`src/rtl/crc_pkg.sv`:
```
// rtl/crc_pkg.sv - CRC-32 constants and frame controller encodings shared by crc and crc32_frame_ctrl
package crc_pkg;

  typedef enum logic [1:0] {
    S_IDLE = 2'd0,
    S_DATA = 2'd1,
    S_FCS  = 2'd2
  } state_t;

  typedef enum logic {
    MODE_APPEND = 1'b0,
    MODE_CHECK  = 1'b1
  } mode_t;

  localparam logic [31:0] CRC32_POLY    = 32'hEDB88320;
  localparam logic [31:0] CRC32_INIT    = 32'hFFFFFFFF;
  localparam logic [31:0] CRC32_XOROUT  = 32'hFFFFFFFF;
  localparam logic [31:0] CRC32_RESIDUE = 32'hDEBB20E3;

endpackage

```
`src/rtl/crc.sv`:
```
// rtl/crc.sv - combinational reflected CRC-32 update for one input byte
module crc
  import crc_pkg::*;
(
  input  logic [31:0] crc_in,
  input  logic [7:0]  data,
  output logic [31:0] crc_out
);

  logic [31:0] acc;

  // LSB-first shift: one polynomial reduction per input bit
  always_comb begin
    acc = crc_in ^ {24'h000000, data};
    for (int i = 0; i < 8; i++) begin
      acc = acc[0] ? ((acc >> 1) ^ CRC32_POLY) : (acc >> 1);
    end
    crc_out = acc;
  end

endmodule

```
`src/rtl/crc32_frame_ctrl.sv`:
```
// rtl/crc32_frame_ctrl.sv - byte-stream CRC-32 framer: appends or checks FCS per frame
// Optional frame/error counters under CRC_FRAME_STATS_EN.
module crc32_frame_ctrl
  import crc_pkg::*;
#(
  parameter logic [31:0] CRC_INIT    = CRC32_INIT,
  parameter logic [31:0] CRC_XOROUT  = CRC32_XOROUT,
  parameter logic [31:0] CRC_RESIDUE = CRC32_RESIDUE
) (
  input  logic        clk,
  input  logic        rst,
  input  logic        mode,
  input  logic        in_valid,
  output logic        in_ready,
  input  logic [7:0]  in_data,
  input  logic        in_last,
  output logic        out_valid,
  input  logic        out_ready,
  output logic [7:0]  out_data,
  output logic        out_last,
  output logic        done,
  output logic        crc_ok,
  output logic        short_err,
  output logic [31:0] crc_value
`ifdef CRC_FRAME_STATS_EN
  ,
  output logic [15:0] frame_cnt,
  output logic [15:0] err_cnt
`endif
);

  state_t      state;
  logic [31:0] crc_reg;
  logic [31:0] crc_in;
  logic [31:0] crc_next;
  logic [31:0] fcs_word;
  logic [2:0]  count;
  logic [2:0]  count_next;
  logic [1:0]  fcs_idx;
  logic        mode_reg;
  logic        cur_mode;
  logic        accept;
  logic        short_frame;
  logic        chk_ok;
  logic        fin_chk;
  logic        fin_app;

  crc u_crc (
    .crc_in  (crc_in),
    .data    (in_data),
    .crc_out (crc_next)
  );

  assign cur_mode    = (state == S_IDLE) ? mode : mode_reg;
  assign crc_in      = (state == S_IDLE) ? CRC_INIT : crc_reg;
  assign count_next  = (state == S_IDLE) ? 3'd1 : ((count == 3'd4) ? 3'd4 : count + 3'd1);
  assign short_frame = (count_next < 3'd4);
  assign chk_ok      = (crc_next == CRC_RESIDUE) && !short_frame;
  assign accept      = in_valid && in_ready;
  assign fin_chk     = accept && in_last && (state != S_FCS) && (cur_mode == MODE_CHECK);
  assign fin_app     = (state == S_FCS) && out_ready && (fcs_idx == 2'd3);

  // Pass-through is zero latency, so the byte interface is combinational
  always_comb begin
    in_ready  = 1'b0;
    out_valid = 1'b0;
    out_data  = 8'h00;
    out_last  = 1'b0;
    if (!rst) begin
      case (state)
        S_IDLE, S_DATA: begin
          in_ready  = out_ready;
          out_valid = in_valid;
          out_data  = in_data;
          out_last  = in_last && (cur_mode == MODE_CHECK);
        end
        S_FCS: begin
          out_valid = 1'b1;
          out_data  = fcs_word[{fcs_idx, 3'b000} +: 8];
          out_last  = (fcs_idx == 2'd3);
        end
        default: ;
      endcase
    end
  end

  always_ff @(posedge clk or posedge rst) begin
    if (rst) begin
      state     <= S_IDLE;
      crc_reg   <= CRC_INIT;
      count     <= 3'd0;
      mode_reg  <= 1'b0;
      fcs_word  <= 32'h0;
      fcs_idx   <= 2'd0;
      done      <= 1'b0;
      crc_ok    <= 1'b0;
      short_err <= 1'b0;
      crc_value <= 32'h0;
    end else begin
      done <= 1'b0;
      case (state)
        S_IDLE, S_DATA: begin
          if (accept) begin
            crc_reg  <= crc_next;
            count    <= count_next;
            mode_reg <= cur_mode;
            state    <= S_DATA;
            if (in_last) begin
              if (cur_mode == MODE_CHECK) begin
                done      <= 1'b1;
                crc_ok    <= chk_ok;
                short_err <= short_frame;
                crc_value <= crc_next ^ CRC_XOROUT;
                state     <= S_IDLE;
                crc_reg   <= CRC_INIT;
                count     <= 3'd0;
              end else begin
                fcs_word <= crc_next ^ CRC_XOROUT;
                fcs_idx  <= 2'd0;
                state    <= S_FCS;
              end
            end
          end
        end
        S_FCS: begin
          if (out_ready) begin
            if (fin_app) begin
              done      <= 1'b1;
              crc_ok    <= 1'b0;
              short_err <= 1'b0;
              crc_value <= fcs_word;
              state     <= S_IDLE;
              crc_reg   <= CRC_INIT;
              count     <= 3'd0;
            end else begin
              fcs_idx <= fcs_idx + 2'd1;
            end
          end
        end
        default: state <= S_IDLE;
      endcase
    end
  end

`ifdef CRC_FRAME_STATS_EN
  always_ff @(posedge clk or posedge rst) begin
    if (rst) begin
      frame_cnt <= 16'h0;
      err_cnt   <= 16'h0;
    end else begin
      if ((fin_chk || fin_app) && frame_cnt != 16'hFFFF) frame_cnt <= frame_cnt + 16'd1;
      if (fin_chk && !chk_ok && err_cnt != 16'hFFFF) err_cnt <= err_cnt + 16'd1;
    end
  end
`else
  logic unused_fin;
  assign unused_fin = fin_chk;
`endif

endmodule
```
`config.mk`:
```
export PLATFORM = sky130hd
export DESIGN_NAME = crc32_frame_ctrl
export DESIGN_NICKNAME = d
export VERILOG_FILES = /design/src/rtl/crc_pkg.sv /design/src/rtl/crc.sv /design/src/rtl/crc32_frame_ctrl.sv
export SDC_FILE = /design/constraint.sdc
export NUM_CORES = 1
export LEC_CHECK = 0
export CAP_MARGIN = 5
export CORE_MARGIN = 2
export CORE_UTILIZATION = 50
export DETAILED_ROUTE_END_ITERATION = 7
export PLACE_DENSITY = 0.71
export SLEW_MARGIN = 20
export SYNTH_ARGS = -nofsm -noshare
export SYNTH_HDL_FRONTEND = slang
export SYNTH_HIERARCHICAL = 1
export SYNTH_SLANG_ARGS = --single-unit
```
`constraint.sdc`:
```
create_clock -name clk -period 4.3 [get_ports clk]
set_input_delay 0.43 -clock clk [delete_from_list [all_inputs] [get_ports clk]]
set_output_delay 0.43 -clock clk [all_outputs]
set_load 0.02 [all_outputs]
```
# == Word-level counts from Yosys, hierarchy flattened ==
# Index checks and enable logic that the tools add are counted.
# op_classes
addsub,2
n_lt_le_gt_ge,1
n_eq_ne,12
n_shift,1
n_mux,66
n_bitwise,11
reduce_logical,15
# ops
op,n
32-bit 2-to-1 mux,19
32-bit case mux with 2 select lines,2
13-bit NOT with 14-bit output,8
32-bit equality test (second input constant),1
32-bit NOT,1
32-bit by 6-bit indexed part select with 8-bit output,1
32-bit by 8-bit bitwise XOR with 32-bit output,1
3-bit 2-to-1 mux,7
2-bit 2-to-1 mux,10
1-bit 2-to-1 mux,18
8-bit case mux with 2 select lines,1
2-bit inequality test (second input constant),7
6-bit AND reduction,2
1-bit case mux with 2 select lines,5
8-bit 2-to-1 mux,1
2-bit case mux with 2 select lines,2
4-bit AND reduction,2
3-bit case mux with 2 select lines,1
1-bit logical AND,5
2-bit equality test (second input constant),2
3-bit by 1-bit adder with 3-bit output (second input constant),1
3-bit equality test (second input constant),1
3-bit < comparator (second input constant),1
3-bit AND reduction,1
other kinds (8),8
# word_totals
reg_bits,107
input_bits,14
output_inout_bits,46
word_cells,118

# == Depth between registers and ports, before layout ==
# depth
ltp_word,25
ltp_mapped,11
depth_no_buf,9

# == By module ==
# The synthesis kept the hierarchy.
# by_module_without_submodules
mod,n_inst,cells_each,area_per_inst_um2
crc32_frame_ctrl,1,455,5175.0
crc,1,65,1014.7

# == Worst setup path before layout ==
# No wires, ideal clock.
# synth_timing
kind,input to output
startpoint,input port rst
endpoint,output port in_ready
arrival_time_ns,3.150
t_required_ns,3.870
slack_ns,0.720
cell_stages,2
n_path_buf,0
path_cell_list,inv_1 and3_1
# synth_via
elab_chain_cells,1
# synth_lines
element,line,source
"start, declared",crc32_frame_ctrl.sv:11,"input logic rst,"
1-bit 2-to-1 mux,crc32_frame_ctrl.sv:69,if (!rst) begin
"end, declared",crc32_frame_ctrl.sv:14,"output logic in_ready,"
# Every way passes these cells.

# == Worst setup path in the final report ==
# layout_timing
startpoint,register state[1]
endpoint,register crc_ok
# layout_via
elab_cells_between_ends,44
classes_between,order compare (1); eq/ne (8); mux (17); bitwise (9); reduce/logical (9)
# layout_lines
element,line,source
"start, declared",crc32_frame_ctrl.sv:32,state_t state;
"start signal, assigned",crc32_frame_ctrl.sv:89,state <= S_IDLE;
"start signal, assigned",crc32_frame_ctrl.sv:107,state <= S_DATA;
"start signal, assigned",crc32_frame_ctrl.sv:114,state <= S_IDLE;
2-bit logical NOT *,crc32_frame_ctrl.sv:55,assign crc_in = (state == S_IDLE) ? CRC_INIT : crc_reg;
32-bit 2-to-1 mux *,crc32_frame_ctrl.sv:55,
named net crc_in[0],crc32_frame_ctrl.sv:34,logic [31:0] crc_in;
32-bit by 8-bit bitwise XOR with 32-bit output *,crc.sv:14,"acc = crc_in ^ {24'h000000, data};"
32-bit 2-to-1 mux * (7 in a row),crc.sv:16,acc = acc[0] ? ((acc >> 1) ^ CRC32_POLY) : (acc >> 1);
13-bit NOT with 14-bit output (no line),n/a,
32-bit 2-to-1 mux *,crc.sv:16,
named net crc_next[29],crc32_frame_ctrl.sv:35,logic [31:0] crc_next;
32-bit equality test *,crc32_frame_ctrl.sv:58,assign chk_ok = (crc_next == CRC_RESIDUE) && !short_frame;
1-bit logical AND *,crc32_frame_ctrl.sv:58,
1-bit 2-to-1 mux *,crc32_frame_ctrl.sv:109,if (cur_mode == MODE_CHECK) begin
1-bit 2-to-1 mux *,crc32_frame_ctrl.sv:108,if (in_last) begin
1-bit 2-to-1 mux *,crc32_frame_ctrl.sv:103,if (accept) begin
1-bit case mux with 2 select lines *,crc32_frame_ctrl.sv:101,case (state)
"end signal, assigned",crc32_frame_ctrl.sv:111,crc_ok <= chk_ok;
"end, declared",crc32_frame_ctrl.sv:22,"output logic crc_ok,"
# The timed path passes the listed nets; every way through them passes the cells marked *. The select of a mux whose other input is x is not followed.
# A chain may end at the register's enable or synchronous reset.

==> reports/results.ini <==
[status]
run_status = finished, final reports clean

[synthesis]
dominant_cells_by_area_after_synthesis = dfrtp_1 30%, dfstp_2 14%, mux2_4 6.8%, xnor3_1 5.5%, o21ai_0 5.3%
synth-seq-cells = 107
synth_largest_type_area_fraction_pct = 30.3
yosysSeqAreaShare_pct = 43.9
post-synth-top-area-cell = dfrtp_1
synth_enable_flop_cells = 0
yosys_most_used_dff = dfrtp_1
post_synth_inst_count = 520
yosys.cell_count.top_type = dfrtp_1
netlist_area_um2 = 6190
avgSynthCellArea_um2 = 11.9
asyncSetResetFlopFracSynth_pct = 100
mapped_nets = 537
ys_top_cells_by_count = 75 x dfrtp_1, 71 x nand2_1, 65 x o21ai_0
synth-warning-count = 6
post_synth_num_cell_types = 53

[min_path]
worst_hold_endpoint = fcs_word[27]$_DFFE_PP0P_
holdPathStages = 2
hold_class = flop to flop
hp-start = fcs_word[27]$_DFFE_PP0P_

[worst_setup_path]
worstReg2RegEnd = crc_ok$_DFFE_PP0P_
end_kind = flop
worst_reg_to_reg_setup_slack_ns = 0.70
r2r.worst_path.cells = 9
critical_path_class = flop to flop
slowest_delay_ns = 0.63
critical_path.slowest_cell = nor2_2
crit_chain = nor2_2, or2_2, xnor2_4, xnor2_4, xnor3_1, or4bb_1, nor4_1, nand4_1, mux2i_1
worstSetupStartpointType = flop
worst_ep_arrival_time_ns = 3.88
critical_path.reg2reg.startpoint = state[1]$_DFFE_PP0P_
maximum_fanout_along_the_worst_path = 19
required_ns = 4.58
cp_common_cell = xnor2_4

[clocking]
cts-hold-fix-buffers = 0
worstSkewPairLatency_ns = 0.36
cts_setup_buffers = 0
cts_htree_levels = 3
cts_max_path_buffers = 2
clkTransAtPathRegs_ns = 0.07
cts_tree = built
cts_sinks = 107
cts-resized-gates = 0
numCtsBuffers = 9
cts_root_buffer = clkbuf_16

[floorplanning]
start_util_pct = 51.3
fp-row-count = 40
area_of_the_die_um2 = 13300
placeableCoreArea_um2 = 12100
fp.dieW_um = 115
die_height_um = 115
io-pin-count = 60

[global_route]
track_usage_pct = 25.1
grt_first_pass_wirelength_mm = 24.9
grt_remaining_overflow = 0
vias_in_the_first_global_route = 4336
grt_antenna_before_repair = 0
grt_start_max_net_pins = 83

[timing]
clock-skew-final_ns = 0.0121
maxSlewHeadroom_pct = 51.1
final_max_tran_viols = 0
hold_viol_final = 0
worst_slew_pin_slew_ns = 0.733
finalSetupViolations = 0
fmax_ghz = 0.278
share_of_the_clock_period_used_by_the_worst_path_pct = 83.7
grt_setup_unrepaired = no
setup-tns-final_ns = 0
period_minus_slack_ns = 3.60

[placed_design]
routability_driven_placement_congestion_ratio = 0.894
detailed_place.area_um2 = 6880
detailedPlacementHpwl_mm = 11.0
io_buffer_count = 59

[drt]
ant_nets = 0
vias = 4155
detail_route.wirelength_mm = 15.2
detailedRoute.firstPassIterationCount = 4
route.detailed.drc = 0
dr_wl_met2_mm = 7.41
detailroute.wirelength.met3_um = 664
detail_route.iter0.violations = 308
sum_of_routed_wire_segments_on_met1_mm = 6.71
top_signal_layer_used = met4
routed_wire_length_per_instance_um = 20.6
via_per_inst = 5.61

[final_layout]
antenna_cells = 0
layout.nets = 584
layout-area-overhead-vs-synth_pct = 15.8
num-fill-cells = 1012
final_layout_size_suffix_gt1_share_pct = 28.0
stdcell_area_um2 = 7170

[job]
count_of_maximum_capacitance_violations = 0

-- per-layer routing --
layer,vias to the layer above,track usage [%]
met4,0,9.80
met2,123,40.5
li1,1923,-
met1,2082,34.7
met5,-,0
met3,27,3.43
-- cell usage in the layout, fill, tap and decap left out, types with 3 or more instances in the layout --
master           instances
dfrtp_1                 75
nand2_1                 71
o21ai_0                 65
clkdlybuf4s50_1         59
o22a_1                  32
or2_2                   32
dfstp_2                 32
mux2_4                  28
xnor2_1                 24
xnor3_1                 15
nor2_1                  13
clkbuf_16                9
buf_4                    9
mux4_2                   8
a22oi_1                  8
inv_1                    7
xnor2_2                  7
xnor2_4                  7
xor2_1                   7
mux2_2                   6
nand4b_1                 3
or4bb_1                  3
ha_1                     3
xor3_1                   3
-- worst max-delay path by stage --
stage / slack (ns) / cells past startpoint / end / startpoint
after floorplan: 0.72 / 2 / in_ready / rst
after global placement: 0.66 / 9 / crc_ok$_DFFE_PP0P_ / state[1]$_DFFE_PP0P_
after detailed placement: 0.48 / 9 / crc_ok$_DFFE_PP0P_ / state[1]$_DFFE_PP0P_
after CTS: 0.44 / 9 / crc_ok$_DFFE_PP0P_ / state[1]$_DFFE_PP0P_
after global routing: 0.50 / 9 / crc_ok$_DFFE_PP0P_ / state[1]$_DFFE_PP0P_
final: 0.70 / 9 / crc_ok$_DFFE_PP0P_ / state[1]$_DFFE_PP0P_
-- worst max-delay path, delay by kind of cell (launching register included) --
kind	cells	cell delay [ns]
AND/OR/NAND/NOR	5	1.85
XOR/XNOR	3	0.96
flip-flops	1	0.52
multiplexers	1	0.17
-- area by class of cell --
cell class | instances | area (um2) | area share [%]
clock buffers | 12 | 246 | 3.44
clock inverters | 4 | 32.5 | 0.454
inverters | 8 | 32.5 | 0.454
multi-input cells | 372 | 3260 | 45.5
flip-flops and latches | 107 | 2720 | 37.9
well taps | 168 | 210 | 2.93
repair buffers | 69 | 669 | 9.34
-- cell families after synthesis --
kind of cell             share of synthesized area (%)
multiplexers                                      11.1
XOR/XNOR                                          16.3
adder cells (fa/ha/maj)                          0.606
AND/OR/NAND/NOR                                   11.2
AO/OA/AOI/OAI                                     13.2
flip-flops                                        43.9
buffers and inverters                             3.58
-- through the flow --
| step | hold WS (ns) | instances | utilization (%) | setup WS [ns] |
|---|---|---|---|---|
| global placement | 0.483 | 724 | 57.0 | 0.664 |
| detailed placement | 0.493 | 724 | 57.0 | 0.478 |
| finish | 0.506 | 740 | 59.4 | 0.700 |
| floorplan | 0.466 | 520 | - | 0.720 |
| global route | 0.531 | 740 | 59.4 | 0.502 |
| CTS | 0.510 | 740 | 59.3 | 0.440 |
Power is not shown: default switching activity piles up to over one toggle a cycle in this logic, so the estimate is an artifact.
